File: src/rtl/fifo36_to_ll8.sv
// fifo36_to_ll8
// Unpacks 36-bit short-FIFO lines into a byte-wide LocalLink-style stream
// for the GEMAC TX path. One line is held at a time. Its bytes are sent one
// per cycle, and any unused bytes of a partial EOF word are skipped. Lines
// that arrive outside a frame are swallowed and flagged on err.
//
// Ports:
//   clock       single rising-edge clock
//   reset       synchronous active-high reset
//   clear       synchronous active-high clear, same effect as reset
//   datain      [31:0] data, [32] SOF, [33] EOF, [35:34] occupancy
//               (0 = 4 bytes valid, 1..3 = that many bytes, only meaningful with EOF)
//   src_rdy_i   upstream line valid
//   dst_rdy_o   this block accepts a line this cycle
//   ll_data     output byte
//   ll_sof      first byte of frame
//   ll_eof      last byte of frame
//   ll_src_rdy  ll_data valid
//   ll_dst_rdy  downstream accepts the byte
//   err         one-cycle pulse after a line that breaks framing
//
// Parameter BIG_ENDIAN: 1 sends datain[31:24] first, 0 sends datain[7:0] first.

module fifo36_to_ll8 #(
    parameter int BIG_ENDIAN = 1
) (
    input  logic        clock,
    input  logic        reset,
    input  logic        clear,
    input  logic [35:0] datain,
    input  logic        src_rdy_i,
    output logic        dst_rdy_o,
    output logic [7:0]  ll_data,
    output logic        ll_sof,
    output logic        ll_eof,
    output logic        ll_src_rdy,
    input  logic        ll_dst_rdy,
    output logic        err
);

    typedef enum logic {
        IDLE,
        INFRAME
    } state_t;

    state_t      state;
    state_t      state_next;
    state_t      frame_state;
    logic [35:0] hold;
    logic [35:0] hold_next;
    logic        valid;
    logic        valid_next;
    logic [1:0]  idx;
    logic [1:0]  idx_next;
    logic        err_next;

    logic        held_sof;
    logic        held_eof;
    logic [1:0]  held_occ;
    logic [1:0]  last_idx;
    logic        at_last;
    logic        byte_xfer;
    logic        line_xfer;
    logic        in_sof;
    logic        in_eof;

    assign held_sof = hold[32];
    assign held_eof = hold[33];
    assign held_occ = hold[35:34];
    assign in_sof   = datain[32];
    assign in_eof   = datain[33];

    // A non-zero occupancy trims the EOF word. Otherwise all four bytes go out.
    assign last_idx = (held_eof && (held_occ != 2'd0)) ? (held_occ - 2'd1) : 2'd3;
    assign at_last  = (idx == last_idx);

    // Lines outside a frame are never loaded, so a valid held word is always
    // part of a frame.
    assign ll_src_rdy = valid;
    assign byte_xfer  = ll_src_rdy & ll_dst_rdy;

    // ll_dst_rdy feeds dst_rdy_o combinationally. This lets the next line load
    // on the same edge that sends the last byte, so no bubble appears between
    // words.
    assign dst_rdy_o = ~valid | (byte_xfer & at_last);
    assign line_xfer = src_rdy_i & dst_rdy_o;

    assign ll_sof = held_sof & (idx == 2'd0);
    assign ll_eof = held_eof & at_last;

    // The frame ends on the same edge as its EOF byte. A line accepted on that
    // edge must be judged against IDLE, or a back-to-back SOF would be flagged.
    assign frame_state = (byte_xfer && at_last && held_eof) ? IDLE : state;

    // Byte lane select for the current index.
    always_comb begin
        ll_data = 8'h00;
        if (BIG_ENDIAN != 0) begin
            case (idx)
                2'd0:    ll_data = hold[31:24];
                2'd1:    ll_data = hold[23:16];
                2'd2:    ll_data = hold[15:8];
                default: ll_data = hold[7:0];
            endcase
        end else begin
            case (idx)
                2'd0:    ll_data = hold[7:0];
                2'd1:    ll_data = hold[15:8];
                2'd2:    ll_data = hold[23:16];
                default: ll_data = hold[31:24];
            endcase
        end
    end

    // Next-state logic. Byte advance is handled first. A line accepted on the
    // same edge then overrides valid/idx. That is what keeps the stream
    // gapless when the last byte and the next line cross.
    always_comb begin
        state_next = state;
        hold_next  = hold;
        valid_next = valid;
        idx_next   = idx;
        err_next   = 1'b0;

        if (byte_xfer) begin
            if (at_last) begin
                valid_next = 1'b0;
                if (held_eof) begin
                    state_next = IDLE;
                end
            end else begin
                idx_next = idx + 2'd1;
            end
        end

        if (line_xfer) begin
            if ((frame_state == IDLE) && !in_sof) begin
                // Orphan line: it is accepted so upstream does not stall,
                // but it is dropped.
                err_next = 1'b1;
            end else begin
                // A SOF inside a frame abandons the old frame and starts a
                // new one.
                err_next   = (frame_state == INFRAME) && in_sof;
                hold_next  = datain;
                valid_next = 1'b1;
                idx_next   = 2'd0;
                state_next = (in_sof && in_eof) ? IDLE : INFRAME;
            end
        end
    end

    always_ff @(posedge clock) begin
        if (reset || clear) begin
            state <= IDLE;
            hold  <= 36'd0;
            valid <= 1'b0;
            idx   <= 2'd0;
            err   <= 1'b0;
        end else begin
            state <= state_next;
            hold  <= hold_next;
            valid <= valid_next;
            idx   <= idx_next;
            err   <= err_next;
        end
    end

endmodule

File: config.mk
export PLATFORM = sky130hd
export DESIGN_NAME = fifo36_to_ll8
export DESIGN_NICKNAME = d
export VERILOG_FILES = /design/src/rtl/fifo36_to_ll8.sv
export SDC_FILE = /design/constraint.sdc
export NUM_CORES = 1
export LEC_CHECK = 0
export ABC_AREA = 0
export CAP_MARGIN = 20
export CORE_MARGIN = 4
export CORE_UTILIZATION = 60
export CTS_CLUSTER_DIAMETER = 200
export DETAILED_ROUTE_END_ITERATION = 7
export DONT_BUFFER_PORTS = 1
export MAX_ROUTING_LAYER = met4
export PLACE_DENSITY = 0.76
export SETUP_SLACK_MARGIN = 0.3
export SYNTH_ARGS = -nofsm -noshare
export SYNTH_HDL_FRONTEND = slang
export SYNTH_SLANG_ARGS = --single-unit
File: constraint.sdc
create_clock -name clock -period 4.5 [get_ports clock]
set_input_delay 0.9 -clock clock [delete_from_list [all_inputs] [get_ports clock]]
set_output_delay 0.9 -clock clock [all_outputs]
set_load 0.02 [all_outputs]
==> results of run 1 <==
[power breakdown]
group / internal (mW) / switching [mW] / total [mW]
clock: 0.172 / 0.117 / 0.289
sequential: 0.372 / 0.00624 / 0.378
combinational: 0.0265 / 0.0359 / 0.0625
total: 0.570 / 0.159 / 0.730
[how the worst min path moves through the flow]
| stage | from | endpoint | cells after the start | slack, ns |
|---|---|---|---|---|
| 2_1_floorplan | state | state | 2 | 0.44 |
| 3_3_place_gp | state | state | 2 | 0.47 |
| 3_5_place_dp | state | state | 2 | 0.46 |
| 4_1_cts | state | state | 2 | 0.48 |
| 5_1_grt | state | state | 2 | 0.50 |
| 6_report | state | state | 2 | 0.48 |
[state kept, by name, summed over array words and instances (netlist names)]
name and count:
err 1, hold 36, idx 2, ll_src_rdy 1, state 1
[metrics by stage]
step	worst slack (ns)	std cells	hold WS, ns
after detailed placement	1.23	233	0.462
after global placement	1.45	233	0.467
after floorplan	1.76	200	0.444
final	1.17	241	0.478
after global routing	0.876	241	0.499
after CTS	1.19	241	0.480
[cell usage after synthesis (2+ instances only)]
library cell and count:
a222oi_1 8, clkbuf_1 8, nor2_1 42, inv_1 13, xnor2_1 2, nand4bb_1 2, nand2_1 6, mux2i_1 45
buf_6 3, ha_1 7, nand2b_1 2, dfxtp_1 41, a21oi_1 3
[layout make-up]
cell class,count,area [µm²]
tap,44,55.1
fill,256,1020
sequential,41,821
inverter,13,48.8
multi-input combinational,134,1030
timing repair buffer,1,7.51
clock buffer,5,37.5
clock inverter,3,65.1
[cell families (layout without fill, tap and decap cells)]
group,Yosys count,in the layout,share of synthesized area [%]
buf+inv,25,22,6.13
mux,45,45,23.0
flops,41,41,41.9
xor+xnor,2,2,0.894
fa+ha+maj,7,7,4.47
compound gates,20,20,9.83
simple gates,60,60,13.8
[layer usage]
| metal | global-route usage (%) | wire, µm | vias up |
|---|---|---|---|
| met2 | 40.1 | 2330 | 46 |
| li1 | - | - | 684 |
| met5 | - | 0 | - |
| met3 | 5.64 | 213 | 9 |
| met1 | 21.1 | 1540 | 668 |
| met4 | 6.48 | 64 | 0 |
[worst max-delay path: cells and delay by family, from the launching register on]
family                     cells  cell delay, ns
muxes                          1            0.27
AOI/OAI and AO/OA              3            0.69
adders and majority gates      2            0.60
DFF                            1            0.41
and+or+nand+nor                4            0.58
buffers and inverters          2            0.61
==> results.txt, run 1 <==
endpoints failing hold: 0
Clock transition at path regs: 0.12 ns
Die Area: 0.00424 mm²
skew final: 0.00624 ns
synth-to-layout area growth: 5.17%
slowest stage cell, crit path: buf_4
final wirelength: 4150 µm
wire length per cell: 17.2 µm
Worst Path Max Fanout: 38
IR Drop Worst-Case VDD: 245 µV
HP Class: flip-flop to flip-flop
fin util: 67.0%
clock sink count: 41
gr ovfl total: 0
area leader, netlist: dfxtp_1
most frequent cells in the layout: 45 x mux2i_1, 42 x nor2_1, 41 x dfxtp_1
RR Startpoint: hold[34]
Post-DP Area: 0.00196 mm²
# DRC: 0
CP Data Arrival Time: 3.54 ns
normalized max-slew margin: 53.7%
capture point of the worst reg-to-reg path: hold[18]
postcts setup bufs: 0
final-report max-slew violation count: 0
Final Net Count: 244
core area: 0.00308 mm²
Longest Clk Path Bufs: 2
routability cong.: 0.780
Critical Path Start Type: flip-flop
Synth Instances: 200
Max Cap Violations: 0
placed wire-length estimate: 3090 µm
Cell variety after synth: 31
CTS tree: yes
Yosys reg bits: 41
first-pass GRT wire length: 6650 µm
largest net degree at the start of global routing: 39
max incr delay on CP: 0.53 ns
ANT nets after route: 0
worst-skew pair later-pin latency: 0.34 ns
Iteration-0 DRC Markers: 74
I/O pin count: 54
H-tree depth: 2
Tot Pwr: 0.730 mW
vias in the first global route: 1,452
finished layout cell area: 0.00206 mm²
EDFF count, synth: 0
layout cells sized above 1: 7.11%
setup_tns: 0 ns
Via Count: 1,407
Worst Tran Pin Value: 0.695 ns
Critical Path Sink: hold[18]
Top FF cell, synth: dfxtp_1
starting density of the core: 63.7%
Leakage: 0.887 nW
cts hold-fix bufs: 0
chip height: 65.1 µm
status: finished clean
root buffer cell: clkbuf_4
cell area after synthesis: 0.00196 mm²
Rows: 20
RSZ-0062 raised after global routing: false
die width: 65.1 µm
all-layer global routing usage: 21.2%
Reg2Reg Depth: 12
port bufs: 0
register area share after synthesis: 41.9%
FMAX: 300 MHz
initial antenna violation count: 0
PostCTS Resize Cnt: 0
Synth top area share: 41.9%
Synthesis Warnings: 0
endpoints failing setup: 0
Diodes inserted: 0
register-to-register setup slack: 1.17 ns
Worst Setup SP: hold[34]
Tcrit/Tclk final: 74.0%
commonest non-fill, non-tap cell in the layout: mux2i_1
TritonRoute pass-1 iters: 7
P per Cell Area: 354 mW/mm²
CP Cell Sequence: inv_1 > ha_1 > or2_4 > a21oi_1 > o2111ai_1 > nand2_1 > ha_1 > nor2_1 > a211oi_4 > buf_4 > mux2i_1 > nor2_1
Async S/R FF share, synth: 0%
min Tclk post-route: 3.33 ns
via/cell ratio: 5.84
synth top area cells: dfxtp_1 42%, mux2i_1 23%, nor2_1 8.0%
mean area per synthesized cell: 9.80 µm²
crit end category: flip-flop
CP Class: flip-flop to flip-flop
CTS buffer count: 5
CP required: 4.71 ns
syn nets: 248
Power figures use the tool's default switching activity.
==> run 2, diff against run 1 <==
Settings changed: ABC_AREA 0 to 1.
Clock period 4.5 ns to 3.2 ns, I/O delays scaled along.
==> run 2 against run 1 <==
Effect of this change: total power rose by 40%; via count increased by 56%; worst hold slack got worse by 0.0026 ns; synthesized cell count is 98% higher; combinational power rose to 2.5 times the previous value; area after synthesis rose by 25%; flip-flop and latch count stayed put; clock power up 13%; critical path depth grew 2.
==> results.txt, run 2 <==
normalized max-slew margin: 59.0% (was 53.7%)
setup_tns: 0 ns (unchanged)
H-tree depth: 2 (unchanged)
worst-skew pair later-pin latency: 0.30 ns (was 0.34 ns)
CTS buffer count: 5 (unchanged)
Comb power frac: 15.4% (was 8.6%)
Reg area: 821 µm² (unchanged)
most frequent cells in the layout: 112 x inv_1, 80 x nand2_1, 41 x dfxtp_1 (was 45 x mux2i_1, 42 x nor2_1, 41 x dfxtp_1)
Tot Pwr: 1.02 mW (was 0.730 mW)
Top FF cell, synth: dfxtp_1 (unchanged)
syn nets: 443 (was 248)
switch share: 28.0% (was 21.8%)
mean area per synthesized cell: 6.22 µm² (was 9.80 µm²)
post-synthesis xor/xnor area fraction: 0.357% (was 0.894%)
Async S/R FF share, synth: 0% (unchanged)
IR Drop Worst-Case VDD: 252 µV (was 245 µV)
die width: 72.0 µm (was 65.1 µm)
Clock power frac: 32.0% (was 39.6%)
register area share after synthesis: 33.4% (was 41.9%)
register with the most flip-flops: hold (unchanged)
Post-Place Cells: 425 (was 233)
Synth top area share: 33.4% (was 41.9%)
Max Cap Violations: 0 (unchanged)
synth-to-layout area growth: 2.65% (was 5.17%)
cts hold-fix bufs: 0 (unchanged)
Tcrit/Tclk final: 81.5% (was 74.0%)
Reg2Reg Depth: 14 (was 12)
EDFF count, synth: 0 (unchanged)
cell area after synthesis: 0.00246 mm² (was 0.00196 mm²)
Simple-Gate Fraction of Synth Area: 32.9% (was 13.8%)
chip height: 72.0 µm (was 65.1 µm)
root buffer cell: clkbuf_8 (was clkbuf_4)
Largest regs: hold x36, idx x2 (unchanged)
vias in the first global route: 1,956 (was 1,452)
CP required: 3.39 ns (was 4.71 ns)
Post-synth top cells: 112 x inv_1, 80 x nand2_1, 41 x dfxtp_1, 41 x nor2_1, 40 x nand4_1 (was 45 x mux2i_1, 42 x nor2_1, 41 x dfxtp_1)
Yosys reg bits: 41 (unchanged)
post-synthesis mux area share: 0% (was 23.0%)
ANT nets after route: 0 (unchanged)
Worst Tran Pin Value: 0.613 ns (was 0.695 ns)
HP Class: input port to flip-flop (was flip-flop to flip-flop)
I/O pin count: 54 (unchanged)
synth top area cells: dfxtp_1 33%, inv_1 17%, nand2_1 12% (was dfxtp_1 42%, mux2i_1 23%, nor2_1 8.0%)
Iteration-0 DRC Markers: 179 (was 74)
all-layer global routing usage: 21.3% (was 21.2%)
hold path endpoint: err (was state)
Synthesis Warnings: 0 (unchanged)
multi-input logic area: 0.00107 mm² (was 0.00103 mm²)
post-synthesis compound-gate area fraction: 6.62% (was 9.83%)
post-route insts no fill: 433 (was 241)
port bufs: 0 (unchanged)
Die Area: 0.00518 mm² (was 0.00424 mm²)
max reg flops: 36 (unchanged)
core area: 0.00380 mm² (was 0.00308 mm²)
layout cells sized above 1: 8.05% (was 7.11%)
CP Class: flip-flop to flip-flop (unchanged)
final wirelength: 5220 µm (was 4150 µm)
endpoints failing hold: 0 (unchanged)
status: finished clean (unchanged)
routability cong.: 0.841 (was 0.780)
initial antenna violation count: 0 (unchanged)
area leader, netlist: dfxtp_1 (unchanged)
P per Cell Area: 405 mW/mm² (was 354 mW/mm²)
clock sink count: 41 (unchanged)
capture point of the worst reg-to-reg path: hold[30] (was hold[18])
register-to-register setup slack: 0.59 ns (was 1.17 ns)
via/cell ratio: 5.08 (was 5.84)
first-pass GRT wire length: 8590 µm (was 6650 µm)
Cell variety after synth: 22 (was 31)
TritonRoute pass-1 iters: 5 (was 7)
adder-cell share of the synthesized area: 3.57% (was 4.47%)
CTS tree: yes (unchanged)
gr ovfl total: 0 (unchanged)
Clock transition at path regs: 0.08 ns (was 0.12 ns)
Rows: 22 (was 20)
Psw: 0.285 mW (was 0.159 mW)
RR Startpoint: hold[34] (unchanged)
Via Count: 2,200 (was 1,407)
starting density of the core: 64.7% (was 63.7%)
# DRC: 0 (unchanged)
Filler Cells Inserted: 360 (was 256)
register share of total power: 52.6% (was 51.8%)
skew final: 0.00884 ns (was 0.00624 ns)
WHS Path Cells: 2 (unchanged)
Final Net Count: 432 (was 244)
min Tclk post-route: 2.61 ns (was 3.33 ns)
Leakage: 1.32 nW (was 0.887 nW)
main combinational cell family by area after synthesis: simple AND/OR/NAND/NOR gates (was multiplexers)
Critical Path Start Type: flip-flop (unchanged)
crit end category: flip-flop (unchanged)
CP Data Arrival Time: 2.80 ns (was 3.54 ns)
Longest Clk Path Bufs: 2 (unchanged)
internal cell power: 0.736 mW (was 0.570 mW)
Worst Setup SP: hold[34] (unchanged)
placed wire-length estimate: 3690 µm (was 3090 µm)
Worst Path Max Fanout: 38 (unchanged)
wire length per cell: 12.1 µm (was 17.2 µm)
FMAX: 384 MHz (was 300 MHz)
final-report max-slew violation count: 0 (unchanged)
min-delay src: src_rdy_i (was state)
top-count cell post-synth: inv_1 (was mux2i_1)
largest net degree at the start of global routing: 42 (was 39)
RSZ-0062 raised after global routing: false (unchanged)
commonest non-fill, non-tap cell in the layout: inv_1 (was mux2i_1)
Synth Instances: 395 (was 200)
Diodes inserted: 0 (unchanged)
endpoints failing setup: 0 (unchanged)
[run 2: cell types whose count changed in the layout (fill, tap and decap cells not counted), sizes merged, moves of 3 or more]
cell,change
inv,+109
o22ai,+7
buf,+3
a21oi,+5
clkbuf,+3
a211oi,+6
a222oi,-8
mux2i,-45
nand4,+41
nand2,+84
[run 2: how the worst max path moves through the flow]
stage                             to  slack (ns)  cells past startpoint
after floorplan           ll_src_rdy        1.10                     15
after global placement    ll_src_rdy        0.63                     14
after detailed placement    hold[30]        0.47                     14
after CTS                   hold[30]        0.42                     14
after global routing         hold[3]        0.33                     14
final                       hold[30]        0.59                     14
[run 2: power groups by stage]
stage / clock (mW) / combinational (mW) / sequential (mW)
after CTS: 0.334 / 0.157 / 0.537
final: 0.327 / 0.157 / 0.537
after detailed placement: 0 / 0.156 / 0.549
after global placement: 0 / 0.152 / 0.549
after global routing: 0.354 / 0.182 / 0.539
after floorplan: 0 / 0.142 / 0.547
[run 2: timing repair]
action	in CTS	in global routing
setup endpoints to repair	0	38
resized for setup	0	2
setup buffers	0	0
[run 2: cell type report]
class	instances	area share, %
Timing Repair Buffer	4	1.34
Tap cell	48	2.38
Sequential cell	41	32.6
Clock buffer	8	3.18
Multi-Input combinational cell	210	42.4
Inverter	122	18.2
[run 2: routing by layer]
metal  part of all wire, %  routed length [µm]  vias to the layer above  global-route usage, %
met4                   1.4                  75                        0                   7.52
met2                    47                2440                       48                   33.5
li1                      -                   -                     1156                      -
met1                    47                2450                      988                   26.8
met3                   4.8                 253                        8                   4.99
met5                     0                   0                        -                      -
[run 2: metrics by stage]
stage | util (%) | setup WS (ns) | hold WS (ns) | cell area, µm²
finish | 66.4 | 0.593 | 0.475 | 2520
global route | 66.4 | 0.331 | 0.470 | 2520
CTS | 66.3 | 0.422 | 0.473 | 2520
detailed placement | 64.2 | 0.473 | 0.508 | 2440
global placement | 64.2 | 0.630 | 0.499 | 2440
floorplan | - | 1.10 | 0.486 | 2460
[run 2: worst max-delay path, stage by stage, from the launching register on]
cell	delay (ns)
dfxtp_1	0.35
inv_1	0.07
ha_1	0.30
nand3_1	0.09
nand2_1	0.07
nand2_1	0.10
nand3_1	0.09
o21ai_1	0.24
ha_1	0.22
inv_2	0.24
nand4_2	0.20
buf_6	0.30
nand2_1	0.09
inv_1	0.07
nor2_1	0.04
[run 2: cell families (layout without fill, tap and decap cells)]
logic type,Yosys count,after routing
AO/OA/AOI/OAI,26,26
flip-flops,41,41
buffers and inverters,144,134
XOR/XNOR,1,1
adder cells (fa/ha/maj),7,7
AND/OR/NAND/NOR,176,176
==> run 3, diff against run 2 <==
Settings changed: ABC_AREA 1 to 0.
Clock period 3.2 ns to 2.4 ns, I/O delays scaled along.
==> run 3 against run 2 <==
Effect of this change: the run now ends with negative setup slack left; maximum frequency is 0.57% higher; register-to-register slack worse by 0.79 ns; count of clock-buffer cells in the layout is 2 lower; critical endpoint is now hold[24].
==> results.txt, run 3 (same netlist as run 1, synthesis figures left out) <==
vias in the first global route: 1,604 (was 1,956)
most frequent cells in the layout: 41 x nor2_1, 37 x mux2i_1, 37 x dfxtp_1 (was 112 x inv_1, 80 x nand2_1, 41 x dfxtp_1)
chip height: 65.1 µm (was 72.0 µm)
first-pass GRT wire length: 7690 µm (was 8590 µm)
IR Drop Worst-Case VDD: 449 µV (was 252 µV)
endpoints failing setup: 39 (was 0)
met2 Usage GRT: 41.5% (was 33.5%)
layer with the highest usage: met2 (unchanged)
register with the most flip-flops: hold (unchanged)
Hold Slack: 0.269 ns (was 0.475 ns)
CP most frequent cell: ha_4 (was nand2_1)
skew final: 0.0130 ns (was 0.00884 ns)
normalized max-slew margin: 51.9% (was 59.0%)
Final Net Count: 265 (was 432)
pre-CTS setup slack: -0.106 ns (was 0.473 ns)
synth-to-layout area growth: 22.3% (was 2.65%)
endpoints failing hold: 0 (unchanged)
root buffer cell: clkbuf_4 (was clkbuf_8)
all-layer global routing usage: 24.4% (was 21.3%)
gr ovfl total: 0 (unchanged)
initial antenna violation count: 0 (unchanged)
routing usage on met1: 26.9% (was 26.8%)
die width: 65.1 µm (was 72.0 µm)
Leakage: 1.02 nW (was 1.32 nW)
CP required: 2.61 ns (was 3.39 ns)
routability cong.: 0.863 (was 0.841)
TritonRoute pass-1 iters: 5 (unchanged)
PnR worst setup slack: -0.192 ns (was 0.593 ns)
placed wire-length estimate: 3230 µm (was 3690 µm)
HP Class: input port to flip-flop (unchanged)
P per Cell Area: 544 mW/mm² (was 405 mW/mm²)
Longest Clk Path Bufs: 2 (unchanged)
CP Data Arrival Time: 2.81 ns (was 2.80 ns)
FMAX: 386 MHz (was 384 MHz)
clock sink count: 41 (unchanged)
fin util: 77.9% (was 66.4%)
Worst Path Max Fanout: 29 (was 38)
Die Area: 0.00424 mm² (was 0.00518 mm²)
Via Count: 1,531 (was 2,200)
crit end category: flip-flop (unchanged)
largest net degree at the start of global routing: 39 (was 42)
starting density of the core: 63.7% (was 64.7%)
via/cell ratio: 5.84 (was 5.08)
Worst Tran Pin Value: 0.722 ns (was 0.613 ns)
Iteration-0 DRC Markers: 116 (was 179)
CTS tree: yes (unchanged)
Diodes inserted: 0 (unchanged)
H-tree depth: 2 (unchanged)
# DRC: 0 (unchanged)
CTS buffer count: 5 (unchanged)
core area: 0.00308 mm² (was 0.00380 mm²)
max reg flops: 36 (unchanged)
CP Class: flip-flop to flip-flop (unchanged)
min Tclk post-route: 2.59 ns (was 2.61 ns)
slowest stage cell, crit path: dfxtp_2 (was dfxtp_1)
M3 GR Usage: 7.01% (was 4.99%)
ANT nets after route: 0 (unchanged)
final wirelength: 4750 µm (was 5220 µm)
failing checks: negative setup slack
wire length per cell: 18.1 µm (was 12.1 µm)
Clock transition at path regs: 0.12 ns (was 0.08 ns)
max incr delay on CP: 0.35 ns (about the same)
final-report max-slew violation count: 0 (unchanged)
Critical Path Start Type: flip-flop (unchanged)
Tcrit/Tclk final: 108% (was 81.5%)
status: finished with violations (was finished clean)
commonest non-fill, non-tap cell in the layout: nor2_1 (was inv_1)
Rows: 20 (was 22)
layout cells sized above 1: 28.4% (was 8.05%)
CP Cell Sequence: inv_2 > ha_4 > or2_4 > a21oi_4 > o2111ai_2 > nand2_2 > ha_4 > nor2_2 > a211oi_4 > buf_12 > mux2i_1 > nor2_1 (was inv_1 > ha_1 > nand3_1 > nand2_1 > nand2_1 > nand3_1 > o21ai_1 > ha_1 > inv_2 > nand4_2 > buf_6 > nand2_1 > inv_1 > nor2_1)
RSZ-0062 raised after global routing: true (was false)
Largest regs: hold x36, idx x2 (unchanged)
I/O pin count: 54 (unchanged)
port bufs: 0 (unchanged)
worst-skew pair later-pin latency: 0.35 ns (was 0.30 ns)
Max Cap Violations: 0 (unchanged)
==> run 3: cell types whose count changed in the layout (fill, tap and decap cells not counted), moves of 8 or more <==
cell | before | now
nand4_1 | 40 | 0
mux2i_1 | 0 | 37
a222oi_1 | 0 | 8
nand2_1 | 80 | 4
o22ai_1 | 8 | 0
inv_2 | 10 | 2
inv_1 | 112 | 10
buf_4 | 3 | 15
==> run 3: area by class of cell <==
cell class | count | area [µm²]
flip-flops and latches | 41 | 831
fillers | 214 | 681
clock inverters | 2 | 38.8
clock buffers | 6 | 41.3
inverters | 13 | 52.6
well taps | 44 | 55.1
repair buffers | 22 | 204
multi-input cells | 134 | 1170
==> run 3: power by group <==
part	switching, mW	total [mW]	internal, mW
Clock	0.228	0.450	0.222
Combinational	0.0775	0.147	0.0691
Sequential	0.0122	0.707	0.695
Total	0.318	1.30	0.986
==> run 3: worst paths after layout <==
check,startpoint,to,slack [ns],cells past startpoint
max,hold[34],hold[24],-0.19,12
min,datain[35],hold[35],0.27,2
max reg2reg,hold[34],hold[24],-0.19,12
min reg2reg,hold[35],hold[35],0.50,2
==> run 3: repair_timing <==
item,4_1_cts,5_1_grt
endpoints found under the setup margin,50,51
setup buffers,10,4
hold buffers,0,0
gates cloned,1,0
gates resized for setup,32,8
pin swaps,9,4
==> run 3: metrics by stage <==
stage	instance area [µm²]	power (mW)	setup TNS, ns	cells
floorplan	2010	0.834	-0.0446	200
global placement	2060	0.846	0	239
detailed placement	2060	0.854	-2.69	239
CTS	2330	1.31	-3.30	258
global route	2400	1.37	-11.06	262
finish	2400	1.30	-5.41	262
==> run 3: critical path: cells and delay by family (launching register included) <==
kind | cells | cell delay, ns
flip-flops | 1 | 0.35
multiplexers | 1 | 0.24
AND/OR/NAND/NOR | 4 | 0.52
buffers and inverters | 2 | 0.30
AO/OA/AOI/OAI | 3 | 0.61
adder cells (fa/ha/maj) | 2 | 0.42
==> run 3: per-layer routing <==
layer | share of wire, % | vias up
met4 | 2.2 | 0
li1 | - | 729
met5 | 0 | -
met2 | 51 | 54
met3 | 5.5 | 11
met1 | 41 | 737
